--- config.mk ---
export PLATFORM = sky130hd
export DESIGN_NAME = slinky_dram_ctrl
export DESIGN_NICKNAME = d
export VERILOG_FILES = /design/src/rtl/slinky_dram_ctrl.sv
export SDC_FILE = /design/constraint.sdc
export NUM_CORES = 1
export LEC_CHECK = 0
export ABC_AREA = 1
export BUFFER_PORTS_ARGS = -buffer_cell sky130_fd_sc_hd__buf_4
export CELL_PAD_IN_SITES_DETAIL_PLACEMENT = 1
export CELL_PAD_IN_SITES_GLOBAL_PLACEMENT = 1
export CORE_MARGIN = 2
export CORE_UTILIZATION = 35
export CTS_CLUSTER_DIAMETER = 50
export CTS_CLUSTER_SIZE = 14
export DETAILED_ROUTE_END_ITERATION = 8
export PLACE_DENSITY_LB_ADDON = 0.1
export SETUP_SLACK_MARGIN = 0.3
export SYNTH_ARGS = -nofsm -noshare
export SYNTH_HDL_FRONTEND = slang
export SYNTH_SLANG_ARGS = --single-unit
export TNS_END_PERCENT = 10
--- constraint.sdc ---
create_clock -name C7M -period 2 [get_ports C7M]
set_input_delay 0.4 -clock C7M [delete_from_list [all_inputs] [get_ports C7M]]
set_output_delay 0.4 -clock C7M [all_outputs]
set_load 0.005 [all_outputs]
--- src/rtl/slinky_dram_ctrl.sv ---
// Apple II slot RAM-card controller: 6502 register window, auto-stepping
// pointer, DRAM RAS/CAS sequencing with CAS-before-RAS refresh.
module slinky_dram_ctrl #(
    parameter int ADDR_W     = 24,
    parameter int RA_W       = 11,
    parameter int BANKS      = 2,
    parameter int REF_PERIOD = 13
) (
    input  logic              C7M,
    input  logic              RES,
    input  logic              PHI1,
    input  logic [3:0]        A,
    input  logic              nWE,
    input  logic              nDEVSEL,
    input  logic              nIOSEL,
    input  logic [7:0]        D_in,
    output logic [7:0]        D_out,
    output logic              D_oe,
    input  logic [7:0]        RD_in,
    output logic [RA_W-1:0]   RA,
    output logic              nRAS,
    output logic [BANKS-1:0]  nCAS,
    output logic              nRWE,
    output logic [ADDR_W-1:0] Ptr
);

    localparam int BB = (BANKS == 4) ? 2 : ((BANKS == 2) ? 1 : 0);

    // Refresh sequencer: CAS from the S==1 edge, RAS from S==2, both off at S==3.
    typedef enum logic [1:0] {
        REF_IDLE,
        REF_CAS,
        REF_RAS
    } ref_state_t;

    ref_state_t ref_state, ref_next;

    logic [2:0]        s;
    logic              phi1r, phi0seen, regen, dben;
    logic [ADDR_W-1:0] ptr, ptr_step, ptr_wr;
    logic [1:0]        mode;
    logic [7:0]        refcnt;
    logic              refdue, pendstep;
    logic              rasq, casel, weq;
    logic [BANKS-1:0]  casq, bank_sel;
    logic              ramsel, regwr;
    logic [23:0]       ptr_ext, ptr_wr_ext;
    logic [7:0]        rdata;

    generate
        if (BB == 0) begin : g_one_bank
            assign bank_sel = 1'b1;
        end else begin : g_multi_bank
            assign bank_sel = BANKS'(1) << ptr[2*RA_W +: BB];
        end
    endgenerate

    assign ramsel   = ~nDEVSEL & regen & (A == 4'd3);
    assign regwr    = ~nDEVSEL & regen & ~nWE;
    assign ptr_step = mode[0] ? (ptr - ADDR_W'(1)) : (ptr + ADDR_W'(1));

    // Pointer bytes are handled on a 24-bit view so that bits >= ADDR_W read 0.
    always_comb begin
        ptr_ext = '0;
        ptr_ext[ADDR_W-1:0] = ptr;
        ptr_wr_ext = ptr_ext;
        case (A)
            4'd0:    ptr_wr_ext[7:0]   = D_in;
            4'd1:    ptr_wr_ext[15:8]  = D_in;
            4'd2:    ptr_wr_ext[23:16] = D_in;
            default: ptr_wr_ext = ptr_ext;
        endcase
        ptr_wr = ptr_wr_ext[ADDR_W-1:0];
    end

    always_comb begin
        rdata = '0;
        case (A)
            4'd0:    rdata = ptr_ext[7:0];
            4'd1:    rdata = ptr_ext[15:8];
            4'd2:    rdata = ptr_ext[23:16];
            4'd3:    rdata = RD_in;
            4'd4:    rdata = {6'b0, mode};
            4'd5:    rdata = {6'b0, pendstep, refdue};
            default: rdata = '0;
        endcase
    end

    always_comb begin
        ref_next = ref_state;
        case (ref_state)
            REF_IDLE: if (s == 3'd1 && refdue) ref_next = REF_CAS;
            REF_CAS:  if (s == 3'd2) ref_next = REF_RAS;
            REF_RAS:  if (s == 3'd3) ref_next = REF_IDLE;
            default:  ref_next = REF_IDLE;
        endcase
    end

    always_ff @(posedge C7M) begin
        if (RES) ref_state <= REF_IDLE;
        else     ref_state <= ref_next;
    end

    always_ff @(posedge C7M) begin
        if (RES) begin
            s        <= 3'd0;
            phi1r    <= 1'b0;
            phi0seen <= 1'b0;
            regen    <= 1'b0;
            dben     <= 1'b0;
            ptr      <= '0;
            mode     <= 2'b00;
            refcnt   <= 8'(REF_PERIOD - 1);
            refdue   <= 1'b0;
            pendstep <= 1'b0;
            rasq     <= 1'b0;
            casel    <= 1'b0;
            casq     <= '0;
            weq      <= 1'b0;
        end else begin
            phi1r <= PHI1;
            if (!PHI1) phi0seen <= 1'b1;
            // S restarts on each PHI1 rise and saturates at 7 if PHI1 stalls.
            if (PHI1 && !phi1r && phi0seen) s <= 3'd1;
            else if (s != 3'd0 && s != 3'd7) s <= s + 3'd1;
            if (s == 3'd4 && !nIOSEL) regen <= 1'b1;
            dben <= s[2];
            case (s)
                3'd1: begin
                    rasq  <= 1'b0;
                    casel <= 1'b0;
                    casq  <= '0;
                    weq   <= 1'b0;
                    if (pendstep) begin
                        ptr      <= ptr_step;
                        pendstep <= 1'b0;
                    end
                end
                3'd3: begin
                    if (refcnt == 8'd0) begin
                        refcnt <= 8'(REF_PERIOD - 1);
                        refdue <= 1'b1;
                    end else begin
                        refcnt <= refcnt - 8'd1;
                        if (ref_state == REF_RAS) refdue <= 1'b0;
                    end
                end
                3'd4: if (ramsel && nWE) rasq <= 1'b1;
                3'd5: begin
                    if (ramsel && nWE) begin
                        casel <= 1'b1;
                        casq  <= casq | bank_sel;
                    end else if (ramsel && !nWE) begin
                        rasq <= 1'b1;
                    end
                end
                3'd6: begin
                    if (ramsel && !nWE) begin
                        casel <= 1'b1;
                        casq  <= casq | bank_sel;
                        weq   <= 1'b1;
                    end
                    if (ramsel && !mode[1]) pendstep <= 1'b1;
                    if (regwr && A <= 4'd2) ptr <= ptr_wr;
                    if (regwr && A == 4'd4) mode <= D_in[1:0];
                end
                default: ;
            endcase
        end
    end

    assign RA    = casel ? ptr[RA_W-1:0] : ptr[2*RA_W-1:RA_W];
    assign nRAS  = ~(rasq | (ref_state == REF_RAS));
    assign nCAS  = ~(casq | {BANKS{ref_state != REF_IDLE}});
    assign nRWE  = ~weq;
    assign D_oe  = dben & nWE & ~nDEVSEL & regen;
    assign D_out = D_oe ? rdata : 8'h00;
    assign Ptr   = ptr;

endmodule
Word-level counts from Yosys, hierarchy flattened
Index checks and enable logic that the tools add are counted.
- add/sub/neg operators: 4
- $lt $le $gt $ge: 1
- eq/ne operators: 28
- shift operators: 1
- mux-type cells: 30
- bitwise operators: 14
- reductions and logical operators: 35
- operator list (cell ; count):
    24-bit 2-to-1 mux ; 3
    24-bit one-hot mux with 2 select lines ; 1
    8-bit one-hot mux with 6 select lines ; 1
    8-bit 2-to-1 mux ; 5
    24-bit by 1-bit adder with 24-bit output (second input constant) ; 1
    24-bit by 1-bit subtractor with 24-bit output (second input constant) ; 1
    2-bit inequality test (second input constant) ; 10
    4-bit AND reduction ; 4
    2-bit one-hot mux with 3 select lines ; 2
    11-bit 2-to-1 mux ; 1
    1-bit logical AND ; 10
    2-bit 2-to-1 mux ; 5
    3-bit equality test (second input constant) ; 3
    3-bit nonzero test ; 3
    4-bit by 2-bit equality test with 1-bit output (second input constant) ; 2
    4-bit by 3-bit equality test with 1-bit output (second input constant) ; 2
    8-bit logical NOT ; 1
    1-bit 2-to-1 mux ; 8
    2-bit by 1-bit inequality test with 1-bit output (second input constant) ; 4
    2-bit AND reduction ; 4
    2-bit nonzero test ; 4
    8-bit by 1-bit subtractor with 8-bit output (second input constant) ; 1
    1-bit AND ; 6
    3-bit by 2-bit equality test with 1-bit output (second input constant) ; 2
    other kinds (19) ; 29
- flip-flop bits (word level): 50
- output and inout port bits: 48
- logic and storage cells: 131

Depth between registers and ports, before layout
- depth after elaboration: 7
- gate-level depth with buffers: 12

Worst setup path after synthesis
Ideal clock, no wire load.
- kind: register to register
- start point: reg mode[0]
- end point: reg ptr[16], in the netlist Ptr[16]
- setup time: 0.070 ns
- arrival: 2.036 ns
- data required time: 1.930 ns
- slack: -0.105 ns
- cell stages (with the launch flop): 12
- buffers on the path: 0
- clock period less this slack: 2.105 ns
- cells stage by stage: dfxtp_1 -> inv_1 -> fa_1 -> inv_1 -> nand3_1 -> nand3_1 -> nand2_1 -> nand2_1 -> nand3_1 -> nand3b_1 -> nand3_1 -> a21oi_1
- longest elaborated chain between the ends: 3
- RTL lines (element ; RTL line ; text):
    from (decl) ; 41 ; logic [1:0] mode;
    from (signal assigned) ; 165 ; if (regwr && A == 4'd4) mode <= D_in[1:0];
    24-bit 2-to-1 mux ; 60 ; assign ptr_step = mode[0] ? (ptr - ADDR_W'(1)) : (ptr + ADDR_W'(1));
    24-bit 2-to-1 mux ; 134 ; if (pendstep) begin
    24-bit one-hot mux with 2 select lines ; 128 ; case (s)
    to (signal assigned) ; 135 ; ptr <= ptr_step;
    to (signal assigned) ; 164 ; if (regwr && A <= 4'd2) ptr <= ptr_wr;
    to (decl) ; 40 ; logic [ADDR_W-1:0] ptr, ptr_step, ptr_wr;
Every way passes these cells. The select of a mux whose other input is x is not followed.
A chain may end at the register's enable or synchronous reset.

Final worst setup path
- start point: reg mode[0]
- end point: reg ptr[13], in the netlist Ptr[13]
Same word-level chain as after synthesis.

==> metrics.md <==
| Metric | Value |
|---|---|
| Status | `finished clean` |
| Syn Inst Count | `752` |
| Global-route wire length before repair | `29800 um` |
| RSZ-0062 raised after global routing | `yes` |
| Worst Path Max Fanout | `8` |
| DRC Markers | `0` |
| Top FF cell, synth | `dfxtp_1` |
| CP max stage delay | `390 ps` |
| Cell mode on critical path | `nand3_1` |
| Number of distinct library cells after synthesis | `44` |
| WS Path Type | `flip-flop to flip-flop` |
| Pin count of the biggest net entering global routing | `24` |
| Post-route cell area | `6500 um^2` |
| Max Slew Vio Count | `0` |
| Hold Crit Class | `primary input to flip-flop` |
| Peak VDD IR | `0.000357 V` |
| Clock Tree Buf Depth | `2` |
| First-pass iteration count of the detailed router | `4` |
| Asr flop ratio synth | `0` |
| Rows | `a little over 40` |
| DRT iter0 DRCs | `roughly 300` |
| Period utilization | `0.993` |
| Slowest cell on the critical path | `dfxtp_4` |
| Mapped Area | `4470 um^2` |
| Yosys reg bits | `50` |
| Die outline width | `117 um` |
| Core Util, Final | `0.519` |
| P_leak | `3.07 nW` |
| Core box area | `12500 um^2` |
| Post-synth EDFFs | `0` |
| Min Tclk post-route | `just under 2000 ps` |
| Number of global-route vias before repair | `roughly 5700` |
| Critical path buffer and inverter count | `3` |
| Max-Cap Viols | `0` |
| Overflow after GRT | `0` |
| Routed WL | `roughly 20000 um` |
| Syn-to-layout area delta | `45.5%` |
| CP arrival | `between 2000 and 2500 ps` |
| Cell Area, Placed | `5470 um^2` |
| Buffers on Ports | `73` |
| H-tree depth | `2` |
| Cts bufs inserted | `5` |
| Placer congestion estimate | `0.918` |
| Avg Inst Size Synth | `5.94 um^2` |
| Final Hold Viols | `0` |
| Die area | `13700 um^2` |
| Top-level I/O count | `74` |
| Crit path required time | `2230 ps` |
| Post-DP HPWL | `15600 um` |
| Pwr Density | `369 nW/um^2` |
| Crit. End Element | `flip-flop` |
| CP Cell Sequence | `buf_12 -> buf_6 -> ha_4 -> nand2_4 -> inv_1 -> nand3_1 -> nand2_2 -> nand3_1 -> nand3b_1 -> nand3_1 -> a21oi_1` |
| Via-per-instance ratio | `5.23` |
| DR vias | `between 5000 and 6000` |
| Clk_lat worst skew | `just over 300 ps` |
| Sequential share of the synthesized area | `0.224` |
| Nets | `around 930` |
| Ys Warns | `0` |
| Fmax achieved | `0.503 GHz` |
| Sink Count | `50` |
| Initial Util | `0.357` |
| Clk slew on worst S/H paths | `70 ps` |
| Clk_skew | `6.13 ps` |
| Antenna violations before repair | `0` |
| Layout cells sized above 1 | `0.339` |
| Power, Total | `2.40 mW` |
| CTS tree | `done` |
| Crit-path leading delay family | `simple AND/OR/NAND/NOR gates` |
| Total GRT Usage | `0.290` |
| Final setup violation count | `0` |
| Avg WL per Cell | `19.3 um` |
| Clock Tree Root | `clkbuf_16` |
| Chip Height | `117 um` |
| Syn nets | `808` |
| Slew headroom | `0.751` |
| CP Launch Type | `flip-flop` |
| ANT nets after route | `0` |
| Diode count | `0` |
| Sum of negative setup slack | `0 ps` |
| Worst-margin pin slew | `372 ps` |
through the flow:
step                      hold WS [ps]  worst slack, ps  instances
after floorplan                    423              308        752
after global placement             437            -74.2       1024
after detailed placement           451             -124       1024
after CTS                          271             60.3       1041
after global routing               277            -75.5       1048
final                              272             13.7       1048
layout by cell type, fill, tap and decap left out, drive strengths merged:
master      n
nand2     223
a221oi      5
o21ai      49
or2         3
a21oi      53
nor3        6
mux2i       1
ha         29
a211oi      6
o21ba       1
nand4       8
clkinvlp    1
buf       129
and2        2
a41oi       2
dfxtp      50
nor3b       1
o22ai       4
or3         1
bufinv      1
nand3b      7
xnor2       2
fa          1
a31oi       9
xor2        3
nor4        2
nand3      48
o211ai      1
inv       143
clkbuf      6
nor2       79
metal layers:
metal	up-vias	routed length, um	GRT usage
met3	53	957	0.0484
met2	155	9990	0.504
met1	2625	8470	0.359
met5	-	0	0
met4	0	836	0.111
li1	2644	-	-
synthesized netlist by cell type, types with 3 or more instances:
library cell	instances	area (um^2)
a221oi_1	5	43.8
o22ai_1	4	25.0
ha_1	29	363
a211oi_1	6	45.0
a21oi_1	49	245
inv_2	5	18.8
nand3b_1	7	52.6
nor2_4	3	33.8
nand2_2	5	31.3
inv_1	138	518
nor3_1	5	25.0
nand2_1	218	818
clkbuf_1	5	18.8
xor2_1	3	26.3
nand4_1	8	50.1
buf_6	3	33.8
nand3_1	46	230
a21oi_4	3	48.8
o21ai_0	47	235
nor2_1	73	274
buf_4	3	22.5
a31oi_1	9	56.3
dfxtp_1	50	1000
report_power, final:
part | leakage, nW | switching (mW) | internal [mW]
logic | 2.57 | 0.146 | 0.106
clock network | 0.0875 | 0.456 | 0.632
registers | 0.411 | 0.0394 | 1.02
total | 3.07 | 0.641 | 1.75
worst reg2reg max path, delay by kind of cell, from the launching register on:
kind	cells	cell delay, ps
buf+inv	3	380
simple gates	6	680
flops	1	390
fa+ha+maj	1	290
compound gates	1	190
sequential cells by signal (all words and copies together) (netlist names):
| name | count |
|---|---|
| phi0seen | 1 |
| refdue | 1 |
| Ptr | 24 |
| s | 3 |
| pendstep | 1 |
| dben | 1 |
| ref_state | 2 |
| regen | 1 |
| phi1r | 1 |
| refcnt | 8 |
| casq | 2 |
| mode | 2 |
| casel | 1 |
| weq | 1 |
| rasq | 1 |
cell families (layout without fill, tap and decap cells):
logic type	after synthesis	count (layout)	share of synthesized area
AND/OR/NAND/NOR	380	380	0.371
buffers and inverters	156	280	0.139
AO/OA/AOI/OAI	130	130	0.169
flip-flops	50	50	0.224
adder cells (fa/ha/maj)	30	30	0.0857
XOR/XNOR	5	5	0.00981
multiplexers	1	1	0.00224
final cells by class:
type / instances / area [um^2]
fillers: 1678 / 6020
multi-input cells: 546 / 3500
repair buffers: 129 / 1030
flip-flops and latches: 50 / 1030
inverters: 143 / 548
well taps: 172 / 215
clock buffers: 6 / 139
clock inverters: 2 / 38.8
what timing repair did:
item / CTS / global route
buffers inserted: 9 / 6
setup endpoints to repair: 52 / 56
hold buffers: 0 / 0
pin swaps: 18 / 34
cloned: 0 / 1
resized for setup: 88 / 94
worst paths after layout:
| kind | startpoint | endpoint | slack [ps] | cells after the start |
|---|---|---|---|---|
| worst min-delay path | PHI1 | phi0seen | 270 | 2 |
| worst max register to register | mode[0] | Ptr[13] | 10 | 11 |
| worst max-delay path | mode[0] | Ptr[13] | 10 | 11 |
| worst min register to register | phi0seen | phi0seen | 460 | 2 |
(Power assumes the default switching activity.)
